$ cat src/rtl/fetch_seq_pkg.sv
// Shared types and constants for the fetch sequencer: state and redirect-cause
// encodings, default reset/exception addresses and the target check helper.
package fetch_seq_pkg;

    localparam logic [31:0] DEF_RESET_PC = 32'h0000_3000;
    localparam logic [31:0] DEF_EXC_VEC  = 32'h0000_4180;
    localparam int unsigned DEF_IM_AW    = 10;

    typedef enum logic [1:0] {
        ST_BOOT = 2'd0,
        ST_RUN  = 2'd1,
        ST_HOLD = 2'd2,
        ST_PEND = 2'd3
    } state_t;

    // Numeric order is the redirect priority order.
    typedef enum logic [1:0] {
        CAUSE_NONE = 2'd0,
        CAUSE_BR   = 2'd1,
        CAUSE_ERET = 2'd2,
        CAUSE_EXC  = 2'd3
    } cause_t;

    typedef struct packed {
        cause_t      cause;
        logic [31:0] target;
    } redir_t;

    // Misaligned, or outside the IM window starting at base (32-bit wrap).
    function automatic logic target_bad(input logic [31:0] target,
                                        input logic [31:0] base,
                                        input int unsigned aw);
        logic [31:0] off;
        logic [32:0] span;
        off  = target - base;
        span = 33'd4 << aw;
        return (target[1:0] != 2'b00) || ({1'b0, off} >= span);
    endfunction

endpackage

$ cat src/rtl/fetch_seq_pc_redirect_sel.sv
// Combinational next-PC priority select with target alignment/range trap.
module pc_redirect_sel
    import fetch_seq_pkg::*;
#(
    parameter logic [31:0] RESET_PC = DEF_RESET_PC,
    parameter logic [31:0] EXC_VEC  = DEF_EXC_VEC,
    parameter int unsigned IM_AW    = DEF_IM_AW
) (
    input  logic [31:0] add4,
    input  logic        exc_req,
    input  logic        eret_req,
    input  logic [31:0] epc_in,
    input  logic        br_valid,
    input  logic [31:0] br_target,
    input  logic        pend_valid,
    input  logic [31:0] pend_target,
    output logic [1:0]  req_cause_c,
    output logic [31:0] req_target_c,
    output logic [31:0] next_pc_c,
    output logic        err_c
);

    logic [31:0] chosen;
    logic        use_chk;

    // Highest-priority redirect presented this cycle (ignores the latched one).
    always_comb begin
        req_cause_c  = 2'(CAUSE_NONE);
        req_target_c = 32'd0;
        if (exc_req) begin
            req_cause_c  = 2'(CAUSE_EXC);
            req_target_c = EXC_VEC;
        end else if (eret_req) begin
            req_cause_c  = 2'(CAUSE_ERET);
            req_target_c = epc_in;
        end else if (br_valid) begin
            req_cause_c  = 2'(CAUSE_BR);
            req_target_c = br_target;
        end
    end

    // New request beats latched one; sequential fall-through is never trapped.
    always_comb begin
        chosen    = add4;
        use_chk   = 1'b0;
        next_pc_c = add4;
        err_c     = 1'b0;
        if (exc_req) begin
            chosen = EXC_VEC;
        end else if (req_cause_c != 2'(CAUSE_NONE)) begin
            chosen  = req_target_c;
            use_chk = 1'b1;
        end else if (pend_valid) begin
            chosen  = pend_target;
            use_chk = 1'b1;
        end
        if (use_chk && target_bad(chosen, RESET_PC, IM_AW)) begin
            next_pc_c = EXC_VEC;
            err_c     = 1'b1;
        end else begin
            next_pc_c = chosen;
        end
    end

endmodule

$ cat src/rtl/fetch_seq.sv
// Next-PC sequencer / fetch controller: PC register, stall hold and redirect latch.
// Optional FETCH_CNT_EN adds the fetch_cnt cycle counter port.
module fetch_seq
    import fetch_seq_pkg::*;
#(
    parameter logic [31:0] RESET_PC = DEF_RESET_PC,
    parameter logic [31:0] EXC_VEC  = DEF_EXC_VEC,
    parameter int unsigned IM_AW    = DEF_IM_AW
) (
    input  logic             Clk,
    input  logic             Clr,
    input  logic             stall,
    input  logic             br_valid,
    input  logic [31:0]      br_target,
    input  logic             exc_req,
    input  logic             eret_req,
    input  logic [31:0]      epc_in,
    output logic [31:0]      PC,
    output logic [31:0]      ADD4,
    output logic [IM_AW-1:0] im_addr,
    output logic             fetch_valid,
    output logic             redir_pending,
`ifdef FETCH_CNT_EN
    output logic [31:0]      fetch_cnt,
`endif
    output logic             addr_err
);

    state_t      state, state_nxt;
    redir_t      pend, pend_nxt;
    logic [31:0] pc_nxt;
    logic        err_nxt;

    logic [1:0]  req_cause;
    logic [31:0] req_target;
    logic [31:0] sel_pc;
    logic        sel_err;

    assign ADD4        = PC + 32'd4;
    assign im_addr     = IM_AW'((PC - RESET_PC) >> 2);
    assign fetch_valid = (state != ST_BOOT) && !stall;

    pc_redirect_sel #(
        .RESET_PC (RESET_PC),
        .EXC_VEC  (EXC_VEC),
        .IM_AW    (IM_AW)
    ) u_sel (
        .add4         (ADD4),
        .exc_req      (exc_req),
        .eret_req     (eret_req),
        .epc_in       (epc_in),
        .br_valid     (br_valid),
        .br_target    (br_target),
        .pend_valid   (state == ST_PEND),
        .pend_target  (pend.target),
        .req_cause_c  (req_cause),
        .req_target_c (req_target),
        .next_pc_c    (sel_pc),
        .err_c        (sel_err)
    );

    always_ff @(posedge Clk or posedge Clr) begin
        if (Clr) begin
            state         <= ST_BOOT;
            PC            <= RESET_PC;
            pend          <= '0;
            redir_pending <= 1'b0;
            addr_err      <= 1'b0;
        end else begin
            state         <= state_nxt;
            PC            <= pc_nxt;
            pend          <= pend_nxt;
            redir_pending <= (state_nxt == ST_PEND);
            addr_err      <= err_nxt;
        end
    end

    // Exceptions act even when stalled; other redirects latch until release.
    always_comb begin
        state_nxt = state;
        pc_nxt    = PC;
        pend_nxt  = pend;
        err_nxt   = 1'b0;
        case (state)
            ST_BOOT: state_nxt = ST_RUN;
            default: begin
                if (exc_req || !stall) begin
                    pc_nxt    = sel_pc;
                    err_nxt   = sel_err;
                    pend_nxt  = '0;
                    state_nxt = ST_RUN;
                end else if (req_cause != 2'(CAUSE_NONE)) begin
                    if (state != ST_PEND || cause_t'(req_cause) >= pend.cause) begin
                        pend_nxt.cause  = cause_t'(req_cause);
                        pend_nxt.target = req_target;
                    end
                    state_nxt = ST_PEND;
                end else if (state == ST_RUN) begin
                    state_nxt = ST_HOLD;
                end
            end
        endcase
    end

`ifdef FETCH_CNT_EN
    always_ff @(posedge Clk or posedge Clr) begin
        if (Clr) begin
            fetch_cnt <= 32'd0;
        end else if (fetch_valid) begin
            fetch_cnt <= fetch_cnt + 32'd1;
        end
    end
`endif

endmodule

$ cat config.mk
export PLATFORM = sky130hd
export DESIGN_NAME = fetch_seq
export DESIGN_NICKNAME = d
export VERILOG_FILES = /design/src/rtl/fetch_seq_pkg.sv /design/src/rtl/fetch_seq_pc_redirect_sel.sv /design/src/rtl/fetch_seq.sv
export SDC_FILE = /design/constraint.sdc
export NUM_CORES = 1
export LEC_CHECK = 0
export CAP_MARGIN = 40
export CORE_UTILIZATION = 45
export CTS_CLUSTER_SIZE = 12
export DETAILED_ROUTE_END_ITERATION = 6
export PLACE_DENSITY = 0.77
export RECOVER_POWER = 100
export SLEW_MARGIN = 20
export SYNTH_ARGS = -nofsm -noshare
export SYNTH_HDL_FRONTEND = slang
export SYNTH_SLANG_ARGS = --single-unit
$ cat constraint.sdc
create_clock -name Clk -period 6.2 [get_ports Clk]
set_input_delay 1.24 -clock Clk [delete_from_list [all_inputs] [get_ports Clk]]
set_output_delay 1.24 -clock Clk [all_outputs]
set_load 0.01 [all_outputs]
==> results of run 1 <==
-- flip-flops by register name (all words and copies together), names as in the netlist --
name	cells
state	2
redir_pending	1
pend	34
PC	32
addr_err	1
-- synth_stat cells (3+ instances only) --
| library cell | number | area share, % |
|---|---|---|
| or2_2 | 3 | 0.39 |
| xor2_1 | 19 | 3.4 |
| inv_1 | 12 | 0.93 |
| buf_1 | 5 | 0.39 |
| o41ai_1 | 5 | 0.91 |
| nor2b_1 | 4 | 0.52 |
| o21ai_0 | 38 | 3.9 |
| a31oi_1 | 6 | 0.78 |
| buf_2 | 4 | 0.41 |
| nand2_1 | 99 | 7.7 |
| dfrtp_1 | 68 | 35 |
| mux2i_1 | 12 | 2.5 |
| ha_1 | 4 | 1.0 |
| and3_1 | 5 | 0.65 |
| o31ai_1 | 23 | 3.6 |
| nor3_1 | 11 | 1.1 |
| o22ai_1 | 6 | 0.78 |
| o21ai_1 | 5 | 0.52 |
| or3_1 | 4 | 0.52 |
| nand3b_1 | 6 | 0.93 |
| and4_1 | 5 | 0.91 |
| xnor2_1 | 6 | 1.1 |
| nand3_1 | 13 | 1.3 |
| nand4_1 | 10 | 1.3 |
| a21oi_1 | 36 | 3.7 |
| clkbuf_1 | 32 | 2.5 |
| or4_1 | 6 | 0.93 |
| nor2_1 | 44 | 3.4 |
| a22oi_1 | 26 | 4.0 |
| buf_4 | 13 | 2.0 |
| a221o_1 | 4 | 0.83 |
| nor4_1 | 10 | 1.3 |
| o211ai_1 | 3 | 0.47 |
| a221oi_1 | 5 | 0.91 |
-- kinds of logic (layout without fill, tap and decap cells) --
kind of cell / after synthesis / count (layout)
buffers and inverters: 68 / 193
multiplexers: 12 / 12
adder cells (fa/ha/maj): 4 / 4
AO/OA/AOI/OAI: 180 / 180
flip-flops: 70 / 70
XOR/XNOR: 25 / 25
AND/OR/NAND/NOR: 235 / 235
-- cell type report --
type / instances / area, µm² / share of cell area [%]
timing repair buffer: 165 / 1598 / 24.57
multi-input combinational: 456 / 2719 / 41.81
tap: 136 / 170.2 / 2.617
clock buffer: 11 / 131.4 / 2.020
clock inverter: 5 / 85.08 / 1.308
sequential: 70 / 1754 / 26.98
inverter: 12 / 45.04 / 0.6927
-- critical path, delay by kind of cell --
kind                   cells  cell delay (ns)
AND/OR/NAND/NOR            4             1.73
buffers and inverters      4             1.42
AO/OA/AOI/OAI              3             1.08
-- metrics by stage --
| step | utilization (%) | cells | total power [W] |
|---|---|---|---|
| 2_1_floorplan | - | 594 | 0.0006352 |
| 3_3_place_gp | 60.96 | 835 | 0.0007627 |
| 3_5_place_dp | 61.31 | 838 | 0.0007701 |
| 4_1_cts | 63.39 | 854 | 0.001177 |
| 5_1_grt | 62.71 | 855 | 0.001213 |
| 6_report | 62.71 | 855 | 0.001173 |
-- layout by cell type, fill, tap and decap left out, types with 4 or more instances in the layout --
cell             Yosys  final
dfrtp_1             68     68
o22ai_1              6      6
buf_4               13     12
mux2i_1             12     12
and3_1               5      5
or3_1                4      4
xnor2_1              6      6
clkdlybuf4s50_1      0     73
a221o_1              4      4
o31ai_1             23     24
a221oi_1             5      5
a31oi_1              6      6
and4_1               5      5
nor4_1              10     11
nand2_1             99     99
ha_1                 4      4
dlygate4sd3_1        0     73
nor3_1              11     13
nor2b_1              4      4
or4_1                6      6
o21ai_0             38     41
nand3b_1             6      6
a22oi_1             26     26
a21oi_1             36     36
o41ai_1              5      5
clkbuf_1            32      6
nor2_1              44     44
nand3_1             13     14
xor2_1              19     19
clkbuf_8             0      9
nand4_1             10     11
inv_1               12     11
-- metal layers --
| layer | vias to the layer above | track usage (%) |
|---|---|---|
| li1 | 2413 | - |
| met1 | 2550 | 43.38 |
| met2 | 332 | 46.97 |
| met3 | 22 | 6.679 |
| met4 | 0 | 9.028 |
| met5 | - | 0 |
-- power groups by stage --
stage               registers, W  clock network, W  logic (W)
floorplan               0.000507                 0   0.000128
CTS                     0.000504          0.000414   0.000259
global route            0.000507          0.000434   0.000272
finish                  0.000504          0.000418   0.000251
detailed placement      0.000512                 0   0.000258
global placement        0.000511                 0   0.000252
-- worst paths after layout --
path	startpoint	to	slack, ns	cells past startpoint
worst max-delay path	br_valid	PC[2]$_DFFE_PP0P_	0.97	11
worst min-delay path	pend[29]$_DFFE_PP0P_	pend[29]$_DFFE_PP0P_	0.48	2
worst max register to register	PC[2]$_DFFE_PP0P_	PC[2]$_DFFE_PP0P_	2.02	10
worst min register to register	pend[29]$_DFFE_PP0P_	pend[29]$_DFFE_PP0P_	0.48	2
max in group asynchronous	Clr	PC[25]$_DFFE_PP0P_	1.52	4
min in group asynchronous	Clr	pend[12]$_DFFE_PP0P_	2.06	3
==> parameters.txt, run 1 <==
Parameter                              Value

Critical path
  WP data arrival ... 5.49 ns
  Kind of capture point of the worst setup path ... register
  Data required time at the worst endpoint ... 6.46 ns
  Top fanout value on the critical path ... 20
  Cell with the largest stage delay on the worst path ... or3_1
  Delay of the slowest cell on the worst path ... 0.58 ns
  Sequence of cells on the critical path ... dlygate4sd3_1 > buf_4 > or3_1 > nor2_1 > clkbuf_1 > a221o_1 > or4_1 > nor4_1 > o2111ai_2 > buf_6 > o31ai_1
  Worst setup path category ... in -> reg
  Critical Path Source Type ... primary input

Place
  Port buffer count ... 146
  HPWL Detailed ... 12.08 mm
  Placed Area ... between 0.006 and 0.007 mm²
  Routability Congestion ... just over 0.9
  Worst slack at placement ... 1.141 ns

Power
  Leak ... 2.776 nW
  Design internal power ... a little over 0.0008 W
  Largest voltage drop on the vdd net ... 0.08953 mV
  Switching share of power ... 29.86%
  Switch Pwr ... 0.0003502 W
  Ratio of total power to cell area ... 180.4 mW/mm²
  Share of power burned in combinational logic ... around a fifth
  Reg power frac ... 43.0%
  Clk pwr share ... 35.6%

Synthesis
  Number of flops mapped to enable cells by yosys ... 0
  XOR/XNOR Fraction of Synth Area ... between 4 and 5%
  Net count after synthesis ... 668
  Prevailing post-synth register cell ... dfrtp_1
  Fraction of the mapped netlist area in adder cells ... 1.035%
  Synth async-reset ratio ... 100.0%
  Number of instances in the synthesized netlist ... 594
  Post-synthesis average cell area ... between 8 and 9 µm²
  Fraction of the yosys area taken by sequential cells ... 36.29%
  Synth Area in Compound Gates ... between 20% and 30%
  Simple-gate portion of the synthesized area ... a little under a quarter
  Number of storage elements in the synthesis netlist ... 70
  Count of cell types in the netlist ... 71
  Largest family of logic cells by synthesized area ... compound AO/OA/AOI/OAI gates
  Number of synthesis warnings ... 0
  Post-synthesis instance area ... 0.004833 mm²
  Mux contribution to synthesized area ... ~2.5%

Timing
  Worst path setup slack after routing ... 0.9735 ns
  Highest clock frequency the design can meet ... 191.3 MHz
  Shortest period the worst path allows ... ~5.2 ns
  Final count of pins violating max slew ... 73
  Hold Worst Slack ... 0.4840 ns
  Final setup violation count ... 0
  Transition time at the pin with the least slew margin ... 2.083 ns
  Hold Vio Cnt, Final ... 0
  Final worst-path cycle share ... 84.30%
  Headroom to the max-slew limit ... -38.88%
  Worst Skew ... 0.01158 ns
  Final total negative setup slack ... 0 ns
  RSZ-0062 raised after global routing ... false

Run status
  Outcome ... finished, violations left
  Violated checks ... capacitance limit, slew limit

Die
  Top-Level Pins ... 147
  Die extent in y ... 105.6 µm
  Core Region ... a little over 0.01 mm²
  Area enclosed by the die boundary ... 0.01116 mm²
  Starting density of the core ... a little under half
  Row Count ... 37
  Die span in x ... 105.6 µm

Global routing
  GRT Total Usage ... 30.69%
  Pin count of the biggest net entering global routing ... 53
  Number of antenna violations at the first check in global routing ... 0
  Vias in the first global route ... 4965
  Total overflow reported by the global router ... 0
  Global-route wire length before repair ... 26.57 mm

Route
  Wl on met1 ... 6.988 mm
  Number of routed nets with antenna violations ... 0
  Wire length on met3 ... ~1.7 mm
  Highest Signal Layer ... met4
  Post-detailed-route DRC marker count ... 0
  Via Count ... around 5300
  Number of search-and-repair iterations in the first detailed-routing pass ... 5
  Iter 0 DRT Violations ... 480
  Wirelength, routed ... 16.57 mm
  Met2 WL ... 7.589 mm
  Routed via count divided by cell count ... 6.219
  Detailed-route wire length per cell ... 19.38 µm

Hold path
  Class of the tightest hold or removal check ... reg -> reg

Clock network
  CTS tree ... built
  Resized cells post-CTS ... 0
  Clock-pin slew on the worst setup and hold paths ... 0.08 ns
  Root Driver ... clkbuf_8
  Buffers inserted during post-CTS setup optimization ... 0
  Hold-fix buffers, CTS ... 0
  Depth of the CTS H-tree ... 3
  CTS max path bufs ... 2
  Clock Sink Count ... 70
  Clk Latency, worst-skew pair ... 0.36 ns
  Inserted Clock Buffers ... 9

Final layout
  Filler cell count ... 928
  Antenna diode count ... 0
  Fraction of final layout cells sized beyond drive strength 1 ... 5.563%
  Final standard cell area without fillers ... 0.006502 mm²
  Syn-to-layout area delta ... 34.53%
  Net count, final ... between 700 and 800

Run
  Max-cap violations ... 2
Power figures use the tool's default switching activity.
==> inputs of run 2 (changes only) <==
==> constraint.sdc (replaced) <==
create_clock -name Clk -period 5.3 [get_ports Clk]
set_input_delay 1.06 -clock Clk [delete_from_list [all_inputs] [get_ports Clk]]
set_output_delay 1.06 -clock Clk [all_outputs]
set_load 0.01 [all_outputs]
==> run 2 against run 1 <==
  * Sequential share of layout area increased by 0.062 points
  * Sequential power increased by 17%
  * Critical endpoint unchanged
  * Sequential cell count unchanged
  * Via count decreased by 1.4%
  * Clock power decreased by 6.2%
  * Cell area decreased by 0.23%
  * Wire length increased by 2.5%
  * Die area unchanged
  * Clock skew increased by 0.00073 ns
  * Worst setup slack got worse by 0.31 ns
  * The flow still finishes with violations (capacitance limit, slew limit)
  * Non-clock buffer count increased by 1
  * Critical path type unchanged
  * Critical path depth increased by 1
==> parameters.txt, run 2 (same netlist as run 1, synthesis figures left out) <==
Parameter                              Value

Route
  Wirelength, routed ... 16.98 mm
  Detailed-route wire length per cell ... 19.84 µm
  Number of search-and-repair iterations in the first detailed-routing pass ... 4
  Iter 0 DRT Violations ... between 400 and 500
  Post-detailed-route DRC marker count ... 0
  Routed via count divided by cell count ... 6.121
  Number of routed nets with antenna violations ... 0
  Via Count ... 5240

Final layout
  Fraction of final layout cells sized beyond drive strength 1 ... 5.972%
  Most common cell after layout, fill and taps aside ... nand2_1
  Flip-flop count of the largest register, all copies and words added ... 34
  Top reg by flops ... pend
  Footprint of the flip-flops and latches ... 0.001754 mm²
  Filler cell count ... 926
  Largest registers ... pend x34, PC x32, state x2
  Most used cells in the layout excluding fill and tap cells ... nand2_1, dlygate4sd3_1, clkdlybuf4s50_1
  Syn-to-layout area delta ... 34.22%
  Antenna diode count ... 0
  Area of the multi-input gates ... 0.002754 mm²
  Net count, final ... 789

Die
  Starting density of the core ... 46.61%
  Row Count ... 37
  Top-Level Pins ... 147
  Die extent in y ... 105.6 µm
  Area enclosed by the die boundary ... 0.01116 mm²
  Die span in x ... 105.6 µm
  Core Region ... 0.01037 mm²

Global routing
  Total overflow reported by the global router ... 0
  Vias in the first global route ... 4991
  Number of antenna violations at the first check in global routing ... 0
  Pin count of the biggest net entering global routing ... 47
  Global-route wire length before repair ... roughly 27 mm
  GRT Total Usage ... between 30% and 40%

Clock network
  Root Driver ... clkbuf_8
  Depth of the CTS H-tree ... 3
  Inserted Clock Buffers ... 9
  Clock Sink Count ... 70
  Clock-pin slew on the worst setup and hold paths ... 0.08 ns
  Resized cells post-CTS ... 0
  CTS max path bufs ... 2
  Clk Latency, worst-skew pair ... 0.36 ns
  Hold-fix buffers, CTS ... 0
  Buffers inserted during post-CTS setup optimization ... 0
  CTS tree ... built

Power
  Leak ... 2.768 nW
  Largest voltage drop on the vdd net ... 0.1324 mV
  Overall power of the completed layout ... 0.001277 W
  Ratio of total power to cell area ... 196.8 mW/mm²

Timing
  Hold Vio Cnt, Final ... 0
  Hold Worst Slack ... 0.4735 ns
  Final worst-path cycle share ... 87.55%
  Transition time at the pin with the least slew margin ... around 2.0 ns
  RSZ-0062 raised after global routing ... false
  Final total negative setup slack ... 0 ns
  Highest clock frequency the design can meet ... 215.5 MHz
  Final setup violation count ... 0
  Worst path setup slack after routing ... 0.6596 ns
  Headroom to the max-slew limit ... -35.52%
  Worst Skew ... 0.01231 ns
  Final count of pins violating max slew ... 69
  Shortest period the worst path allows ... between 4 and 5 ns

Hold path
  Min-Delay Startpoint ... pend[21]$_DFFE_PP0P_
  Hold worst-path end ... pend[21]$_DFFE_PP0P_
  Count of cells along the worst hold path ... 2
  Class of the tightest hold or removal check ... reg -> reg

Critical path
  Crit path launch ... eret_req
  Sequence of cells on the critical path ... clkdlybuf4s50_1 > buf_4 > nor2b_1 > clkbuf_1 > a22oi_1 > or2_2 > nand4_1 > or4_1 > nor4_2 > o2111ai_2 > buf_8 > o31ai_1
  Worst setup path category ... in -> reg
  Cell with the largest stage delay on the worst path ... clkbuf_1
  FF-to-FF Start ... PC[2]$_DFFE_PP0P_
  Data required time at the worst endpoint ... 5.57 ns
  Number of cells on the worst reg-to-reg path ... 9
  Delay of the slowest cell on the worst path ... 0.49 ns
  Top fanout value on the critical path ... 43
  Kind of capture point of the worst setup path ... register
  Endpoint of the worst register-to-register path ... PC[11]$_DFFE_PP0P_
  Register-to-register setup slack ... ~1.1 ns
  WP data arrival ... around 5 ns
  Critical Path Source Type ... primary input

Place
  HPWL Detailed ... 12.50 mm
  Routability Congestion ... 0.9700
  Worst slack at placement ... ~0.72 ns
  Port buffer count ... 146

Run status
  Violated checks ... capacitance limit, slew limit
  Outcome ... finished, violations left

Run
  Max-cap violations ... 2
==> run 2: cell count changes in the layout (fill, tap and decap cells not counted), moves of 2 or more <==
cell and change:
clkinv_4 -2, clkbuf_1 +2, o21ai_0 +2, clkinv_2 +3, o21ai_1 -2, bufinv_16 -2
==> run 2: critical path, delay by kind of cell <==
family / cells / cell delay, ns
compound gates: 3 / 0.98
buf+inv: 4 / 1.59
simple gates: 5 / 1.26
==> run 2: report_power, final <==
part           internal (W)  switching [W]  total (W)
logic              0.000136       0.000159   0.000295
registers          0.000558      0.0000322   0.000590
clock network      0.000181       0.000211   0.000392
total              0.000875       0.000402    0.00128
==> run 2: worst max-delay path by stage <==
stage	endpoint	slack (ns)	depth (start not counted)
global route	pend[20]$_DFFE_PP0P_	0.39	11
CTS	ADD4[31]	0.98	5
finish	PC[2]$_DFFE_PP0P_	0.66	12
floorplan	pend[3]$_DFFE_PP0P_	1.43	14
global placement	PC[2]$_DFFE_PP0P_	0.64	10
detailed placement	PC[2]$_DFFE_PP0P_	0.72	11
==> run 2: per-layer routing <==
layer / up-vias / GRT usage [%] / routed length (µm)
met5: - / 0 / 0
met4: 0 / 8.631 / 190
met3: 18 / 10.08 / 1888
met2: 307 / 46.92 / 7635
met1: 2491 / 44.37 / 7269
li1: 2424 / - / -
==> run 2: stage by stage <==
stage | cell area (µm²) | instances | util (%)
2_1_floorplan | 4833 | 594 | -
3_3_place_gp | 6344 | 838 | 61.17
3_5_place_dp | 6364 | 839 | 61.37
4_1_cts | 6531 | 855 | 62.98
5_1_grt | 6487 | 856 | 62.56
6_report | 6487 | 856 | 62.56
==> run 2: final cells by class <==
cell class                 count  share of cell area (%)
clock inverter                 4                  0.3472
inverter                      12                  0.6943
timing repair buffer         166                   24.61
tap                          136                   2.623
clock buffer                  12                   2.237
multi-input combinational    456                   42.45
sequential                    70                   27.04
==> inputs of run 3 (changes only) <==
--- a/config.mk
+++ b/config.mk
@@ -6,6 +6,7 @@
 export NUM_CORES = 1
 export LEC_CHECK = 0
 export CAP_MARGIN = 40
+export CORE_ASPECT_RATIO = 1.25
 export CORE_UTILIZATION = 45
 export CTS_CLUSTER_SIZE = 12
 export DETAILED_ROUTE_END_ITERATION = 6
==> constraint.sdc (replaced) <==
create_clock -name Clk -period 4.35 [get_ports Clk]
set_input_delay 0.87 -clock Clk [delete_from_list [all_inputs] [get_ports Clk]]
set_output_delay 0.87 -clock Clk [all_outputs]
set_load 0.01 [all_outputs]
==> run 3 against run 2 <==
  * The run now ends clean
  * Sequential cell count unchanged
  * Utilization up 2.5 points
  * Non-clock buffer count up 6
  * Critical path type is now reg -> out
  * Largest cell class unchanged
==> parameters.txt, run 3 (same netlist as run 1, synthesis figures left out) <==
Parameter                              Value

Clock network
  Clk Latency, worst-skew pair ... roughly 0.34 ns
  Clock Sink Count ... 70
  CTS tree ... built
  Hold-fix buffers, CTS ... 0
  Depth of the CTS H-tree ... 3
  CTS max path bufs ... 2
  Inserted Clock Buffers ... 9
  Root Driver ... clkbuf_16
  Buffers inserted during post-CTS setup optimization ... 0
  Resized cells post-CTS ... 0
  Clock-pin slew on the worst setup and hold paths ... roughly 0.060 ns

Power
  Overall power of the completed layout ... 0.001905 W
  Largest voltage drop on the vdd net ... roughly 0.20 mV
  Leak ... roughly 2.9 nW
  Ratio of total power to cell area ... 285.2 mW/mm²

Critical path
  Worst setup path category ... reg -> out
  Delay of the slowest cell on the worst path ... 0.65 ns
  Buffer and inverter count on the worst path ... 1
  Crit-path leading delay family ... simple AND/OR/NAND/NOR gates
  Top fanout value on the critical path ... 6
  Cell with the largest stage delay on the worst path ... dfstp_1
  WP data arrival ... around 3.3 ns
  Sequence of cells on the critical path ... nand4_1 > or4_1 > or4_1 > xnor2_1 > clkdlybuf4s50_1
  Kind of capture point of the worst setup path ... output port
  Critical Path Source Type ... register
  Data required time at the worst endpoint ... 3.48 ns
  Worst path most repeated cell ... or4_1

Timing
  Final total negative setup slack ... 0 ns
  Headroom to the max-slew limit ... 3.302%
  Shortest period the worst path allows ... 4.132 ns
  Worst Skew ... between 0.007 and 0.008 ns
  Transition time at the pin with the least slew margin ... 1.450 ns
  RSZ-0062 raised after global routing ... false
  Final setup violation count ... 0
  Final count of pins violating max slew ... 0
  Hold Vio Cnt, Final ... 0
  Final worst-path cycle share ... 94.98%
  Highest clock frequency the design can meet ... ~240 MHz

Route
  Routed via count divided by cell count ... 6.352
  Via Count ... 5431
  Iter 0 DRT Violations ... 444
  Post-detailed-route DRC marker count ... 0
  Wirelength, routed ... 17.68 mm
  Number of search-and-repair iterations in the first detailed-routing pass ... 5
  Number of routed nets with antenna violations ... 0
  Detailed-route wire length per cell ... between 20 and 25 µm

Global routing
  Global-route wire length before repair ... around 28 mm
  Number of antenna violations at the first check in global routing ... 0
  Pin count of the biggest net entering global routing ... 57
  GRT Total Usage ... 32.27%
  Vias in the first global route ... roughly 5200
  Total overflow reported by the global router ... 0

Final layout
  Antenna diode count ... 0
  Flip-flop count of the largest register, all copies and words added ... 34
  Area of the multi-input gates ... 0.002755 mm²
  Net count, final ... 795
  Footprint of the flip-flops and latches ... 0.001754 mm²
  Top reg by flops ... pend
  Final standard cell count with taps included and fillers excluded ... 855
  Fraction of final layout cells sized beyond drive strength 1 ... between 7 and 8%
  Syn-to-layout area delta ... 38.18%
  Final standard cell utilization of the core ... between 60% and 70%
  Most used cells in the layout excluding fill and tap cells ... nand2_1, dlygate4sd3_1, clkdlybuf4s50_1
  Filler cell count ... around 900
  Largest registers ... pend x34, PC x32, state x2
  Most common cell after layout, fill and taps aside ... nand2_1

Place
  Port buffer count ... 146
  Routability Congestion ... 0.9157
  Cell total after placement ... 839
  HPWL Detailed ... 13.13 mm

Die
  Top-Level Pins ... 147
  Starting density of the core ... between 40% and 50%
  Die span in x ... approximately 95 µm
  Row Count ... ~40
  Die extent in y ... around 120 µm
  Area enclosed by the die boundary ... 0.01116 mm²
  Core Region ... 0.01026 mm²

Run status
  Outcome ... completed

Run
  Max-cap violations ... 0

Hold path
  Class of the tightest hold or removal check ... reg -> reg
-- run 3: path summary, 6_finish.rpt --
| path | startpoint | endpoint | slack [ns] | cells after the start |
|---|---|---|---|---|
| max | PC[13]$_DFFE_PP1P_ | ADD4[26] | 0.22 | 5 |
| min | pend[5]$_DFFE_PP0P_ | pend[5]$_DFFE_PP0P_ | 0.48 | 2 |
| max reg2reg | PC[2]$_DFFE_PP0P_ | PC[13]$_DFFE_PP1P_ | 0.28 | 10 |
| min reg2reg | pend[5]$_DFFE_PP0P_ | pend[5]$_DFFE_PP0P_ | 0.48 | 2 |
| max in group asynchronous | Clr | pend[21]$_DFFE_PP0P_ | 1.45 | 3 |
| min in group asynchronous | Clr | pend[4]$_DFFE_PP0P_ | 1.05 | 2 |
-- run 3: layer usage --
| metal | vias to the layer above | GRT usage [%] | wire (µm) |
|---|---|---|---|
| met1 | 2623 | 44.48 | 7260 |
| li1 | 2433 | - | - |
| met2 | 326 | 50.45 | 8377 |
| met3 | 49 | 5.039 | 1513 |
| met5 | - | 0 | 0 |
| met4 | 0 | 12.22 | 527 |
-- run 3: through the flow --
step           hold WS [ns]  setup slack, ns  cell area, µm²
2_1_floorplan        0.4425           0.6690            4833
3_3_place_gp         0.4551           0.4276            6400
3_5_place_dp         0.4663           0.3504            6405
4_1_cts              0.4794           0.3304            6733
5_1_grt              0.5053          0.04586            6679
6_report             0.4779           0.2185            6679
-- run 3: area by class of cell --
| cell class | count | area share (%) |
|---|---|---|
| Multi-Input combinational cell | 456 | 41.25 |
| Sequential cell | 70 | 26.26 |
| Timing Repair Buffer | 172 | 24.48 |
| Clock buffer | 9 | 3.372 |
| Tap cell | 129 | 2.417 |
| Clock inverter | 7 | 1.536 |
| Inverter | 12 | 0.6744 |
-- run 3: power breakdown --
| group | switching, W | internal (W) | leakage (nW) |
|---|---|---|---|
| Clock | 0.000308 | 0.000510 | 0.157 |
| Combinational | 0.000196 | 0.000170 | 1.80 |
| Sequential | 0.0000393 | 0.000681 | 0.928 |
-- run 3: worst register-to-register path, delay by kind of cell (launching register included) --
| family | cells | cell delay, ns |
|---|---|---|
| buffers and inverters | 1 | 0.34 |
| DFF | 1 | 0.53 |
| adders and majority gates | 1 | 0.26 |
| xor gates and xnor gates | 1 | 0.21 |
| AOI/OAI and AO/OA | 3 | 0.95 |
| and+or+nand+nor | 4 | 1.68 |
